### config.mk
export PLATFORM = sky130hd
export DESIGN_NAME = vld_rdy_rr_arbiter
export DESIGN_NICKNAME = d
export VERILOG_FILES = /design/src/rtl/vld_rdy_rr_arbiter.sv
export SDC_FILE = /design/constraint.sdc
export NUM_CORES = 1
export LEC_CHECK = 0
export ABC_AREA = 1
export CAP_MARGIN = 20
export CORE_ASPECT_RATIO = 0.9
export CORE_MARGIN = 3
export CORE_UTILIZATION = 41
export DETAILED_ROUTE_END_ITERATION = 7
export PLACE_DENSITY = 0.85
export REMOVE_ABC_BUFFERS = 1
export SETUP_SLACK_MARGIN = 0.15
export SLEW_MARGIN = 20
export SYNTH_ARGS = -nofsm -noshare
export SYNTH_HDL_FRONTEND = slang
export SYNTH_SLANG_ARGS = --single-unit
### constraint.sdc
create_clock -name clk -period 3 [get_ports clk]
set_clock_uncertainty 0.1 [all_clocks]
set_input_delay 0.6 -clock clk [delete_from_list [all_inputs] [get_ports clk]]
set_output_delay 0.6 -clock clk [all_outputs]
set_load 0.01 [all_outputs]
### src/rtl/vld_rdy_rr_arbiter.sv
// Burst-granular round-robin arbiter: NUM_REQ valid-ready streams share one registered output.
// Define VRA_PKT_LOCK_EN to hold each grant until the frame's last beat (whole-frame atomicity).
module vld_rdy_rr_arbiter #(
  parameter  int DATA_WIDTH = 24,
  parameter  int NUM_REQ    = 4,
  parameter  int BURST_LEN  = 16,
  localparam int SEL_W      = $clog2(NUM_REQ)
) (
  input  logic                          clk,
  input  logic                          rst_n,
  input  logic [NUM_REQ-1:0]            in_valid,
  output logic [NUM_REQ-1:0]            in_ready,
  input  logic [NUM_REQ*DATA_WIDTH-1:0] in_data,
  input  logic [NUM_REQ-1:0]            in_last,
  output logic                          out_valid,
  input  logic                          out_ready,
  output logic [DATA_WIDTH-1:0]         out_data,
  output logic                          out_last,
  output logic [SEL_W-1:0]              out_src
);

  typedef enum logic {IDLE, GRANT} state_t;

  state_t                state_reg, state_next;
  logic [SEL_W-1:0]      grant_reg, grant_next;
  logic [SEL_W-1:0]      rr_ptr_reg, rr_ptr_next;
  logic [7:0]            beat_cnt_reg, beat_cnt_next;
  logic [SEL_W-1:0]      pick, cand;
  logic                  pick_vld;
  logic                  accept;
  logic                  release_grant;
  logic [DATA_WIDTH-1:0] data_arr [NUM_REQ];

  generate
    for (genvar gi = 0; gi < NUM_REQ; gi++) begin : g_unpack
      assign data_arr[gi] = in_data[gi*DATA_WIDTH +: DATA_WIDTH];
    end
  endgenerate

  // Walk offsets from the far end down so the requester closest to rr_ptr wins.
  always_comb begin
    pick     = '0;
    pick_vld = 1'b0;
    cand     = '0;
    for (int k = NUM_REQ - 1; k >= 0; k--) begin
      cand = SEL_W'((32'(rr_ptr_reg) + 32'(k)) % NUM_REQ);
      if (in_valid[cand]) begin
        pick     = cand;
        pick_vld = 1'b1;
      end
    end
  end

  always_comb begin
    in_ready = '0;
    if (state_reg == GRANT) begin
      in_ready[grant_reg] = ~out_valid | out_ready;
    end
  end

  assign accept = in_valid[grant_reg] & in_ready[grant_reg];

`ifdef VRA_PKT_LOCK_EN
  assign release_grant = accept & in_last[grant_reg];
`else
  assign release_grant = (accept & (in_last[grant_reg] | (beat_cnt_reg == 8'(BURST_LEN - 1))))
                       | ~in_valid[grant_reg];
`endif

  always_comb begin
    state_next    = state_reg;
    grant_next    = grant_reg;
    rr_ptr_next   = rr_ptr_reg;
    beat_cnt_next = beat_cnt_reg;
    case (state_reg)
      IDLE: begin
        if (pick_vld) begin
          state_next    = GRANT;
          grant_next    = pick;
          beat_cnt_next = '0;
        end
      end
      GRANT: begin
        if (accept) begin
          beat_cnt_next = beat_cnt_reg + 8'd1;
        end
        if (release_grant) begin
          state_next  = IDLE;
          rr_ptr_next = (32'(grant_reg) == NUM_REQ - 1) ? '0 : grant_reg + 1'b1;
        end
      end
      default: state_next = IDLE;
    endcase
  end

  always_ff @(posedge clk or negedge rst_n) begin
    if (!rst_n) begin
      state_reg    <= IDLE;
      grant_reg    <= '0;
      rr_ptr_reg   <= '0;
      beat_cnt_reg <= '0;
    end else begin
      state_reg    <= state_next;
      grant_reg    <= grant_next;
      rr_ptr_reg   <= rr_ptr_next;
      beat_cnt_reg <= beat_cnt_next;
    end
  end

  // A push wins over a pop, so back-to-back beats keep out_valid high.
  always_ff @(posedge clk or negedge rst_n) begin
    if (!rst_n) begin
      out_valid <= 1'b0;
      out_data  <= '0;
      out_last  <= 1'b0;
      out_src   <= '0;
    end else if (accept) begin
      out_valid <= 1'b1;
      out_data  <= data_arr[grant_reg];
      out_last  <= in_last[grant_reg];
      out_src   <= grant_reg;
    end else if (out_ready) begin
      out_valid <= 1'b0;
    end
  end

endmodule

==> results.yml <==
sta:
  maxSlewHeadroom: 0.401
  maxSlewViolCount: 0
  setup_violations: 0
  setup_ws_ps: 313
  rsz0062_at_grt: "no"
  fin_crit_ps: 2690
  whs_ps: 340
  period_share: 0.896
  hold_viol: 0
  worst_pin_slew_ps: 899
  fmax_mhz: 372
route:
  drt-pass1-iter-count: 5
  drtIter0Drc: 195
  wire_per_inst_um: 13.8
  antenna_left: 0
  drt_wl_total_um: 8530
  via_per_inst: 5.10
  drc: 0
  num_vias: 3158
setup_path:
  crit_type: "primary input to output port"
  start_kind: "primary input"
  worst_path_largest_cell_delay_ps: 540
  required_ps: 2300
  path_buf_inv: 3
  cp_max_fo: 7
  path_delay_family: "buffers and inverters"
  crit_chain: "clkdlybuf4s50_1 -> inv_1 -> nand2_1 -> nand2_1 -> nor2_1 -> clkdlybuf4s50_1"
  crit_path_end_kind: "output port"
  cpMaxStageDelayCell: "clkdlybuf4s50_1"
  critPathArrivalTime_ps: 1990
placed_design:
  preCtsSetupSlack_ps: 303
  globalplace.congestion: 0.822
  place_inst: 611
  dp_hpwl_um: 6430
  place_area_um2: 4150
  numPortBuffers: 138
clock_tree:
  clk_latency_ps: 290
  cts_setup_buffers: 0
  cts_tree: "yes"
  cts-root-buf: "clkbuf_8"
  ctsResizeCount: 0
  clkSinkCount: 41
  postCtsHoldBufs: 0
  h-tree-depth: 2
  clk_pin_slew_ps: 70
  cts.path.max_buffers: 2
  cts_made_buffers: 5
synth:
  ys_seq_elements: 41
  yosysWarnings: 0
  synth_top_area_cell: "dfrtp_1"
  synth_area_per_cell_um2: 6.80
  synth.distinct_cells: 24
  synth_area_leaders: "dfrtp_1, nand2_1, o21ai_0, nor2_1, o22ai_1"
  ys_seq_area_frac: 0.374
  synth_area_um2: 2750
  postSynthCellCount: 404
  synth_top_area_frac: 0.374
global_route:
  grt_antenna_before_repair: 0
  grt_pass1_wl_um: 14300
  grt_overflow: 0
  grt_max_degree: 58
  grtUsageTotal: 0.227
  grt_pass1_vias: 3081
status:
  status: "completed"
floorplan:
  start_util: 0.435
  chipWidth_um: 92.3
  die_area_um2: 7720
  num_rows: 27
  io_pins: 139
  coreArea_um2: 6320
  die_y_um: 83.6
layout:
  largest_reg_flops: 24
  fin_cells: 619
  nets: 643
  post-route-util: 0.673
  stdcell_area_um2: 4250
  area_growth_syn_to_layout_pct: 54.9
  layout-drive-gt1-share: 0.0620
  num_antenna_cells: 0
power:
  p_leak_nw: 1.92
  vdd_drop_max_mv: 0.326
  powerDensity_nw_per_um2: 862
hold_path:
  worstHoldPathType: "primary input to async pin"
job:
  maxCapViolations: 0
-- report_power, final --
| group | leakage (nW) | internal (mW) | switching, mW | total (mW) |
|---|---|---|---|---|
| sequential | 0.521 | 0.784 | 0.162 | 0.945 |
| combinational | 1.35 | 0.982 | 1.35 | 2.33 |
| clock | 0.0542 | 0.208 | 0.183 | 0.391 |
| total | 1.92 | 1.97 | 1.69 | 3.67 |
-- worst register-to-register path: cells and delay by family, from the launching register on --
family | cells | cell delay (ps)
buffers and inverters | 2 | 800
flip-flops | 1 | 420
AND/OR/NAND/NOR | 4 | 490
AO/OA/AOI/OAI | 2 | 180
-- metrics by stage --
step | total power, mW | TNS, ps
after global routing | 4.02 | 0
after floorplan | 2.26 | -14970
after detailed placement | 3.29 | 0
final | 3.67 | 0
after global placement | 3.21 | 0
after CTS | 3.70 | 0
-- cell families after synthesis --
kind of cell	Yosys count	share of synthesized area
XOR/XNOR	6	0.0191
AND/OR/NAND/NOR	224	0.331
adder cells (fa/ha/maj)	5	0.0228
buffers and inverters	44	0.0756
flip-flops	41	0.374
AO/OA/AOI/OAI	84	0.178
-- layer usage --
layer	global-route usage	wire length, µm	up-vias
li1	-	-	1588
met1	0.271	3490	1422
met2	0.401	4290	131
met3	0.0532	597	17
met4	0.0715	155	0
met5	0	0	-
-- worst paths after layout --
check,slack [ps],depth (start not counted),startpoint,end
worst min register to register,380,2,out_data[16],out_data[16]
max in group asynchronous,1850,1,rst_n,grant_reg[0]
worst max-delay path,310,6,out_ready,in_ready[3]
worst min-delay path,340,1,rst_n,out_data[13]
worst max register to register,940,8,grant_reg[0],beat_cnt_reg[2]
min in group clk,380,2,out_data[16],out_data[16]
-- final cells by class --
class                      instances  area (µm²)
sequential                        41        1030
fill                             555        2060
multi-input combinational        319        1510
clock buffer                       7        96.3
clock inverter                     1        5.00
tap                               87         109
inverter                          18        67.6
timing repair buffer             146        1440
-- Yosys cell counts --
cell	count
o21ai_0	48
nand2_1	125
inv_1	12
xor2_1	4
nand2_2	1
clkbuf_1	16
o22ai_1	24
o21ai_1	4
buf_4	2
o211ai_2	2
xnor2_1	2
nand3b_1	1
nand4_1	5
nand3_2	2
nand3_1	29
inv_2	4
ha_1	5
buf_2	4
dfrtp_1	41
buf_6	4
clkinv_1	2
nor2_1	60
nor3_1	1
o21ai_2	6
-- placed cells by master, fill, tap and decap left out, drive strengths merged, types with 2 or more instances in the layout --
cell / netlist / routed
buf: 10 / 9
clkbuf: 16 / 7
clkdlybuf4s50: 0 / 137
clkinv: 2 / 3
dfrtp: 41 / 41
ha: 5 / 5
inv: 16 / 16
nand2: 126 / 126
nand3: 31 / 31
nand4: 5 / 5
nor2: 60 / 60
o211ai: 2 / 2
o21ai: 58 / 58
o22ai: 24 / 24
xnor2: 2 / 2
xor2: 4 / 4
(Power assumes the default switching activity.)
